File: src/rtl/sha2_pkg.sv
// Shared SHA-2 message-schedule definitions: sigma constants and functions,
// the stream FSM encoding, and the fixed padding words for an 8-word digest.
package sha2_pkg;

    typedef enum logic {
        IDLE   = 1'b0,
        STREAM = 1'b1
    } state_t;

    localparam int S0_ROT_A_32 = 7;
    localparam int S0_ROT_B_32 = 18;
    localparam int S0_SHR_32   = 3;
    localparam int S1_ROT_A_32 = 17;
    localparam int S1_ROT_B_32 = 19;
    localparam int S1_SHR_32   = 10;

    localparam int S0_ROT_A_64 = 1;
    localparam int S0_ROT_B_64 = 8;
    localparam int S0_SHR_64   = 7;
    localparam int S1_ROT_A_64 = 19;
    localparam int S1_ROT_B_64 = 61;
    localparam int S1_SHR_64   = 6;

    localparam logic [31:0] PAD_W8_32  = 32'h8000_0000;
    localparam logic [31:0] PAD_W15_32 = 32'h0000_0100;
    localparam logic [63:0] PAD_W8_64  = 64'h8000_0000_0000_0000;
    localparam logic [63:0] PAD_W15_64 = 64'h0000_0000_0000_0200;

    // Words are carried in 64-bit containers; 32-bit words live in the low half.
    function automatic logic [63:0] rotr(input logic [63:0] x, input int n, input int w);
        logic [31:0] lo;
        lo = x[31:0];
        if (w == 32)
            return {32'h0, (lo >> n) | (lo << (32 - n))};
        return (x >> n) | (x << (64 - n));
    endfunction

    function automatic logic [63:0] shr(input logic [63:0] x, input int n, input int w);
        if (w == 32)
            return {32'h0, x[31:0] >> n};
        return x >> n;
    endfunction

    function automatic logic [63:0] s0(input logic [63:0] x, input int w);
        if (w == 32)
            return rotr(x, S0_ROT_A_32, 32) ^ rotr(x, S0_ROT_B_32, 32) ^ shr(x, S0_SHR_32, 32);
        return rotr(x, S0_ROT_A_64, 64) ^ rotr(x, S0_ROT_B_64, 64) ^ shr(x, S0_SHR_64, 64);
    endfunction

    function automatic logic [63:0] s1(input logic [63:0] x, input int w);
        if (w == 32)
            return rotr(x, S1_ROT_A_32, 32) ^ rotr(x, S1_ROT_B_32, 32) ^ shr(x, S1_SHR_32, 32);
        return rotr(x, S1_ROT_A_64, 64) ^ rotr(x, S1_ROT_B_64, 64) ^ shr(x, S1_SHR_64, 64);
    endfunction

    // Padding for words 8..15 of a block holding an 8-word digest.
    function automatic logic [63:0] pad_word(input int k, input int w);
        if (k == 8)
            return (w == 32) ? {32'h0, PAD_W8_32} : PAD_W8_64;
        if (k == 15)
            return (w == 32) ? {32'h0, PAD_W15_32} : PAD_W15_64;
        return 64'h0;
    endfunction

endpackage

File: src/rtl/sha2_w_step.sv
// Combinational single-word schedule expander:
// new_w = s1(x14) + x9 + s0(x1) + x0, modulo 2^WORD_W.
module sha2_w_step
    import sha2_pkg::*;
#(
    parameter int WORD_W = 32
) (
    input  logic [WORD_W-1:0] x0,
    input  logic [WORD_W-1:0] x1,
    input  logic [WORD_W-1:0] x9,
    input  logic [WORD_W-1:0] x14,
    output logic [WORD_W-1:0] new_w
);

    logic [63:0] sum;
    logic        unused_hi;

    assign sum       = s1(64'(x14), WORD_W) + 64'(x9) + s0(64'(x1), WORD_W) + 64'(x0);
    assign new_w     = sum[WORD_W-1:0];
    assign unused_hi = ^sum;

endmodule

File: src/rtl/sha2_w_expander_pipe.sv
// SHA-2 message-schedule streamer: loads one 16-word block and emits
// W[0..ROUNDS-1], P words per beat. Optional feature: SHA2_W_AUTOPAD_EN.
module sha2_w_expander_pipe
    import sha2_pkg::*;
#(
    parameter int WORD_W = 32,
    parameter int ROUNDS = 64,
    parameter int P      = 1
) (
    input  logic                 CLK,
    input  logic                 RST,
    input  logic                 abort,
    input  logic                 in_valid,
    output logic                 in_ready,
    input  logic [16*WORD_W-1:0] block_in,
    input  logic                 pad_mode,
    output logic                 w_valid,
    input  logic                 w_ready,
    output logic [P*WORD_W-1:0]  w_out,
    output logic [6:0]           w_idx,
    output logic                 w_last,
    output logic                 busy
);

    generate
        if (!(WORD_W == 32 || WORD_W == 64)) begin : g_bad_word
            $error("sha2_w_expander_pipe: WORD_W must be 32 or 64");
        end
        if (!(P == 1 || P == 2 || P == 4) || (ROUNDS % P) != 0 || (16 % P) != 0) begin : g_bad_p
            $error("sha2_w_expander_pipe: illegal P for ROUNDS");
        end
        if (ROUNDS > 127 || ROUNDS < 16) begin : g_bad_rounds
            $error("sha2_w_expander_pipe: ROUNDS out of range");
        end
    endgenerate

    state_t state, state_nxt;

    // win[k] is W[w_idx + k]; the head word sits at index 0.
    logic [15:0][WORD_W-1:0] win;
    logic [15:0][WORD_W-1:0] load_w;
    logic [15:0][WORD_W-1:0] shifted;
    logic [P-1:0][WORD_W-1:0] new_w;

    logic accept;
    logic xfer;
    logic last_beat;

    assign accept    = (state == IDLE) && in_valid && !abort;
    assign xfer      = (state == STREAM) && w_ready && !abort;
    assign last_beat = (state == STREAM) && (w_idx == 7'(ROUNDS - P));

`ifdef SHA2_W_AUTOPAD_EN
    always_comb begin
        for (int k = 0; k < 16; k++) begin
            load_w[k] = block_in[(15-k)*WORD_W +: WORD_W];
            if (pad_mode && k >= 8)
                load_w[k] = WORD_W'(pad_word(k, WORD_W));
        end
    end
`else
    logic unused_pad;
    assign unused_pad = pad_mode;

    always_comb begin
        for (int k = 0; k < 16; k++)
            load_w[k] = block_in[(15-k)*WORD_W +: WORD_W];
    end
`endif

    // Lane j needs x[14+j]; past the window edge that is a word produced by lane j-2.
    for (genvar j = 0; j < P; j++) begin : g_step
        logic [WORD_W-1:0] x14;
        if (j < 2) begin : g_win
            assign x14 = win[14+j];
        end else begin : g_chain
            assign x14 = new_w[j-2];
        end
        sha2_w_step #(.WORD_W(WORD_W)) u_step (
            .x0   (win[j]),
            .x1   (win[j+1]),
            .x9   (win[j+9]),
            .x14  (x14),
            .new_w(new_w[j])
        );
    end

    for (genvar k = 0; k < 16; k++) begin : g_shift
        if (k + P < 16) begin : g_keep
            assign shifted[k] = win[k+P];
        end else begin : g_new
            assign shifted[k] = new_w[k+P-16];
        end
    end

    for (genvar j = 0; j < P; j++) begin : g_out
        assign w_out[(P-1-j)*WORD_W +: WORD_W] = win[j];
    end

    always_ff @(posedge CLK or negedge RST) begin
        if (!RST)
            state <= IDLE;
        else
            state <= state_nxt;
    end

    always_comb begin
        state_nxt = state;
        in_ready  = 1'b0;
        w_valid   = 1'b0;
        busy      = 1'b0;
        w_last    = 1'b0;
        case (state)
            IDLE: begin
                in_ready = 1'b1;
                if (accept)
                    state_nxt = STREAM;
            end
            STREAM: begin
                w_valid = 1'b1;
                busy    = 1'b1;
                w_last  = last_beat;
                if (xfer && last_beat)
                    state_nxt = IDLE;
            end
            default: state_nxt = IDLE;
        endcase
        if (abort)
            state_nxt = IDLE;
    end

    always_ff @(posedge CLK or negedge RST) begin
        if (!RST) begin
            win   <= '0;
            w_idx <= '0;
        end else if (abort) begin
            w_idx <= '0;
        end else if (accept) begin
            win   <= load_w;
            w_idx <= '0;
        end else if (xfer) begin
            win   <= shifted;
            w_idx <= w_idx + 7'(P);
        end
    end

endmodule

File: config.mk
export PLATFORM = sky130hd
export DESIGN_NAME = sha2_w_expander_pipe
export DESIGN_NICKNAME = d
export VERILOG_FILES = /design/src/rtl/sha2_pkg.sv /design/src/rtl/sha2_w_step.sv /design/src/rtl/sha2_w_expander_pipe.sv
export SDC_FILE = /design/constraint.sdc
export NUM_CORES = 2
export LEC_CHECK = 0
export BUFFER_PORTS_ARGS = -buffer_cell sky130_fd_sc_hd__buf_2
export CORE_AREA = 2 2 220 222
export DETAILED_ROUTE_END_ITERATION = 12
export DIE_AREA = 0 0 222 224
export HOLD_SLACK_MARGIN = 0.03
export PLACE_DENSITY = 0.8
export SLEW_MARGIN = 30
export SYNTH_ARGS = -nofsm -noshare
export SYNTH_HDL_FRONTEND = slang
export SYNTH_HIERARCHICAL = 1
export SYNTH_SLANG_ARGS = --single-unit
File: constraint.sdc
create_clock -name CLK -period 10 [get_ports CLK]
set_input_delay 1 -clock CLK [delete_from_list [all_inputs] [get_ports CLK]]
set_output_delay 1 -clock CLK [all_outputs]
set_load 0.05 [all_outputs]
## After elaboration in Yosys (flattened, before gate mapping)

Index checks and enable logic that the tools add are counted.

- Register bits: 520
- Output and inout bits: 43
- Logic and storage cells: 55

- Muxes and demuxes: 12
- Bitwise logic cells: 10
- Equality and inequality tests: 1
- Add/subtract/negate cells: 4
- Reduce and logical (&&, ||, !) cells: 10

Operators by type and width:

| kind | number |
|---|---|
| 2-to-1 mux 512 bit | 2 |
| adder 32 bit | 3 |
| bitwise XOR 32 bit | 2 |
| bitwise OR 13 x 32 -> 32 bit | 1 |
| bitwise OR 14 x 32 -> 32 bit | 1 |
| bitwise OR 15 x 32 -> 32 bit | 1 |
| bitwise OR 25 x 32 -> 32 bit | 1 |
| bitwise XOR 32 x 22 -> 32 bit | 1 |
| bitwise XOR 32 x 29 -> 32 bit | 1 |
| 2-to-1 mux 7 bit | 3 |
| adder 7 x 1 -> 7 bit, second input constant | 1 |
| == test 7 x 6 -> 1 bit, second input constant | 1 |
| logical AND 1 bit | 6 |
| 2-to-1 mux 1 bit | 6 |
| nonzero test 3 bit | 1 |
| inverter 1 bit | 2 |
| one-hot mux 1 bit (2 select lines) | 1 |
| AND reduction 2 bit | 1 |
| nonzero test 2 bit | 1 |
| zero test 1 bit | 1 |

## Logic depth before layout (Yosys ltp)

- Word-level depth: 8
- Mapped depth: 16
- Gate-level depth less buffers: 16

## Cells and area by module

Netlist, hierarchy kept.

By module, submodules not included:

| module | area an instance (um2) | cells each | instances |
|---|---|---|---|
| sha2_w_expander_pipe | 22116.2 | 2266 | 1 |
| sha2_w_step | 4396.7 | 528 | 1 |

## Worst setup path before layout

No wires, ideal clock.

- Path type: flip-flop to flip-flop
- Start point: reg win, in the netlist w_out[1]
- End point: reg win, in the netlist shifted[477]
- Path slack: 5996 ps
- Stages on the path, launching flop included: 16
- Data arrival time: 3926 ps
- Setup time: 77 ps
- Period minus slack after synthesis: 4004 ps
- Required time: 9923 ps
- Buffers on the path: 0
- Path through: dfrtp_1 > inv_1 > fa_1 > inv_1 > fa_1 > ha_1 > fa_1 > a21o_1 > a221oi_4 > o21ai_1 > a21oi_2 > o21bai_2 > a221oi_2 > xnor2_1 > o22ai_1 > a21oi_1

RTL lines:

| element | line | text |
|---|---|---|
| from (decl) | sha2_w_expander_pipe.sv:40 | `logic [15:0][WORD_W-1:0] win;` |
| from (signal assigned) | sha2_w_expander_pipe.sv:139 | `win <= load_w;` |
| from (signal assigned) | sha2_w_expander_pipe.sv:142 | `win <= shifted;` |

==> summary.txt <==
Global routing
  – Largest net degree at the start of global routing: 217
  – Vias in the first global route: 22648
  – Antenna violations before repair: 34
  – Gr ovfl total: 0
  – First-pass GRT wire length: 138 mm
  – Total track usage: 0.370

Synthesis
  – Gate Count Post-Synth: 2794
  – Average cell area after synthesis: 9.49 um^2
  – Netlist cell types: 65
  – Synthesized net count: 3406
  – Area leader, netlist: dfrtp_1
  – Seq cells post-synth: 520
  – Ys async rst share: 1.00
  – EDFF count, synth: 0
  – Synth Cell Area: 0.0265 mm^2
  – Yosys top cell area share: 0.491
  – Top_reg_cell synth: dfrtp_1
  – Largest cells by area after synthesis: dfrtp_1 49%, o22ai_1 12%, a21oi_1 10%
  – Seq/Total Area, Yosys: 0.491
  – Yosys warning total: 6

Die
  – Die area: 0.0497 mm^2
  – Core ar.: 0.0473 mm^2
  – Die X: 222 um
  – FP Rows: 80
  – Initial Util: 0.560
  – Die H: 224 um
  – # IOs: 561

Setup path
  – CP Launch Type: flop
  – R2R depth: 15
  – Slowest stage delay, CP: 0.69 ns
  – FF-to-FF Start: g_step[0].x14[0]
  – Crit Path Max Fanout: 7
  – Data required, critical path: 10.54 ns
  – Critical path, cell by cell: xor2_1, xnor2_1, fa_1, fa_1, inv_1, ha_1, a21oi_1, o21ai_0, nor3_1, o21ai_1, nand3_2, o31a_1, a211oi_1, o22ai_1, a21oi_1
  – Worst Setup End Kind: flop
  – Critical path type: flop to flop
  – Slack of the worst reg-to-reg path: 5.09 ns
  – Slowest CP cell: a211oi_1
  – Bufs and invs on worst path: 1
  – RR Endpoint: shifted[474]
  – Crit-path leading delay family: compound AO/OA/AOI/OAI gates
  – Critical path arrival: 5.45 ns

Placed design
  – Placed standard-cell area: 0.0291 mm^2
  – IO buf count: 559
  – Detailed Place HPWL: 69.1 mm
  – Place WS: 5.25 ns
  – Routability cong.: 1.00
  – Placed instance count: 3806

Timing
  – RSZ-0062 raised after global routing: false
  – Final Hold Slack: 0.268 ns
  – Layout Skew: 0.0307 ns
  – Sum of negative setup slack: 0 ns
  – Hold Vio Cnt, Final: 0
  – Worst-margin pin slew: 1.04 ns
  – Slew Viols, Final: 0
  – Slew HR: 0.303
  – Final setup margin: 5.09 ns
  – Final period util: 0.491
  – # setup viols final: 0
  – Fin crit period: 4.91 ns
  – Fmax: 204 MHz

Power
  – Pwr dens: 391 mW/mm^2
  – Total power: 12.2 mW
  – Pleak: 16.1 nW
  – VDD IR max: 336 uV

Clocking
  – Max clock buf depth: 3
  – CTS Buf Count: 54
  – CTS Sinks: 520
  – H-tree depth: 2
  – Clock root buffer: clkbuf_16
  – Post-cts sizing count: 0
  – Clk slew on worst S/H paths: 0.07 ns
  – Setup bufs post-CTS: 0
  – Worst skew pair latency: 0.63 ns
  – TritonCTS clock tree: done
  – Hold Buf Count CTS: 0

Detailed routing
  – Uppermost layer routed: met5
  – Wl on met1: 36.4 mm
  – Vias per inst: 5.85
  – WL met3: 8.89 mm
  – Initial DRC count: 2432
  – Post-Route WL: 93.5 mm
  – DRC: 0
  – First-pass iteration count of the detailed router: 5
  – WL/cell: 23.8 um
  – Total number of vias: 22979
  – DRT antenna net count: 0
  – WL met2: 43.6 mm

Finish
  – Final-layout fill cell count: 3855
  – Fin area: 0.0312 mm^2
  – Final #Nets: 3863
  – Final cell count without fillers: 3928
  – Post-layout util: 0.658
  – Layout cells sized above 1: 0.208
  – Synth-to-Final Area Change: 17.6%

Hold path
  – Hold/Removal Path Class: input port to asynchronous set/reset pin

Outcome
  – Status: complete, no violations

Job
  – MaxCap Viol Count: 0
power by group:
| group | switching (mW) | internal (mW) | total (mW) |
|---|---|---|---|
| logic | 4.40 | 2.58 | 6.98 |
| registers | 0.480 | 2.57 | 3.05 |
| clock network | 0.880 | 1.27 | 2.15 |
worst max path at each step:
stage	cells after the start	slack [ns]	to	startpoint
after detailed placement	16	5.25	shifted[477]	g_step[0].x14[18]
final	15	5.09	shifted[474]	g_step[0].x14[0]
after global routing	16	4.97	shifted[477]	g_step[0].x14[18]
after global placement	16	5.30	shifted[477]	g_step[0].x14[18]
after CTS	16	5.23	shifted[477]	g_step[0].x14[18]
after floorplan	15	6.00	shifted[477]	w_out[1]
cells in the mapped netlist, drive strengths merged (4+ instances only):
master / number
nor2: 16
and3: 4
nand4: 9
a21oi: 542
nand3: 12
o21ai: 18
fa: 62
ha: 32
a21o: 12
buf: 168
nand2: 24
and2: 5
xor2: 55
clkbuf: 10
dfrtp: 520
nor3: 5
inv: 639
or3: 5
xnor2: 93
o22ai: 513
a31oi: 6
cell type report:
cell class / count / area (um^2) / share of cell area
Clock buffer: 80 / 1610 / 0.0517
Antenna cell: 20 / 50.0 / 0.00161
Sequential cell: 520 / 13000 / 0.417
Multi-Input combinational cell: 1457 / 9890 / 0.317
Timing Repair Buffer: 579 / 3140 / 0.101
Tap cell: 615 / 769 / 0.0247
Clock inverter: 18 / 302 / 0.00967
Inverter: 639 / 2400 / 0.0769
cells by family (layout without fill, tap and decap cells):
kind of cell / count (synthesis) / after routing / share of synthesized area
other: 0 / 20 / 0
and+or+nand+nor: 95 / 95 / 0.0193
adders and majority gates: 94 / 94 / 0.0619
xor gates and xnor gates: 148 / 148 / 0.0489
buffers and inverters: 817 / 1316 / 0.137
DFF: 520 / 520 / 0.491
AOI/OAI and AO/OA: 1120 / 1120 / 0.242
metal layers:
| layer | vias to the layer above | GRT usage |
|---|---|---|
| li1 | 10457 | - |
| met1 | 11168 | 0.480 |
| met2 | 1103 | 0.583 |
| met3 | 215 | 0.102 |
| met4 | 36 | 0.172 |
| met5 | - | 0 |
sequential cells by signal, indices dropped and copies added (netlist names):
name        count
g_step.x14     32
w_out          32
state           1
shifted       448
w_idx           7
cell usage in the layout, fill, tap and decap left out, types with 14 or more instances in the layout:
cell type	instances
clkbuf_8	14
xnor2_1	93
nor2_1	16
ha_1	32
a21oi_1	539
diode_2	20
dfrtp_1	520
buf_2	558
xor2_1	55
inv_1	639
nand2_1	24
fa_1	62
clkbuf_16	55
o22ai_1	513
No activity file was read; power rests on OpenSTA's default activity.
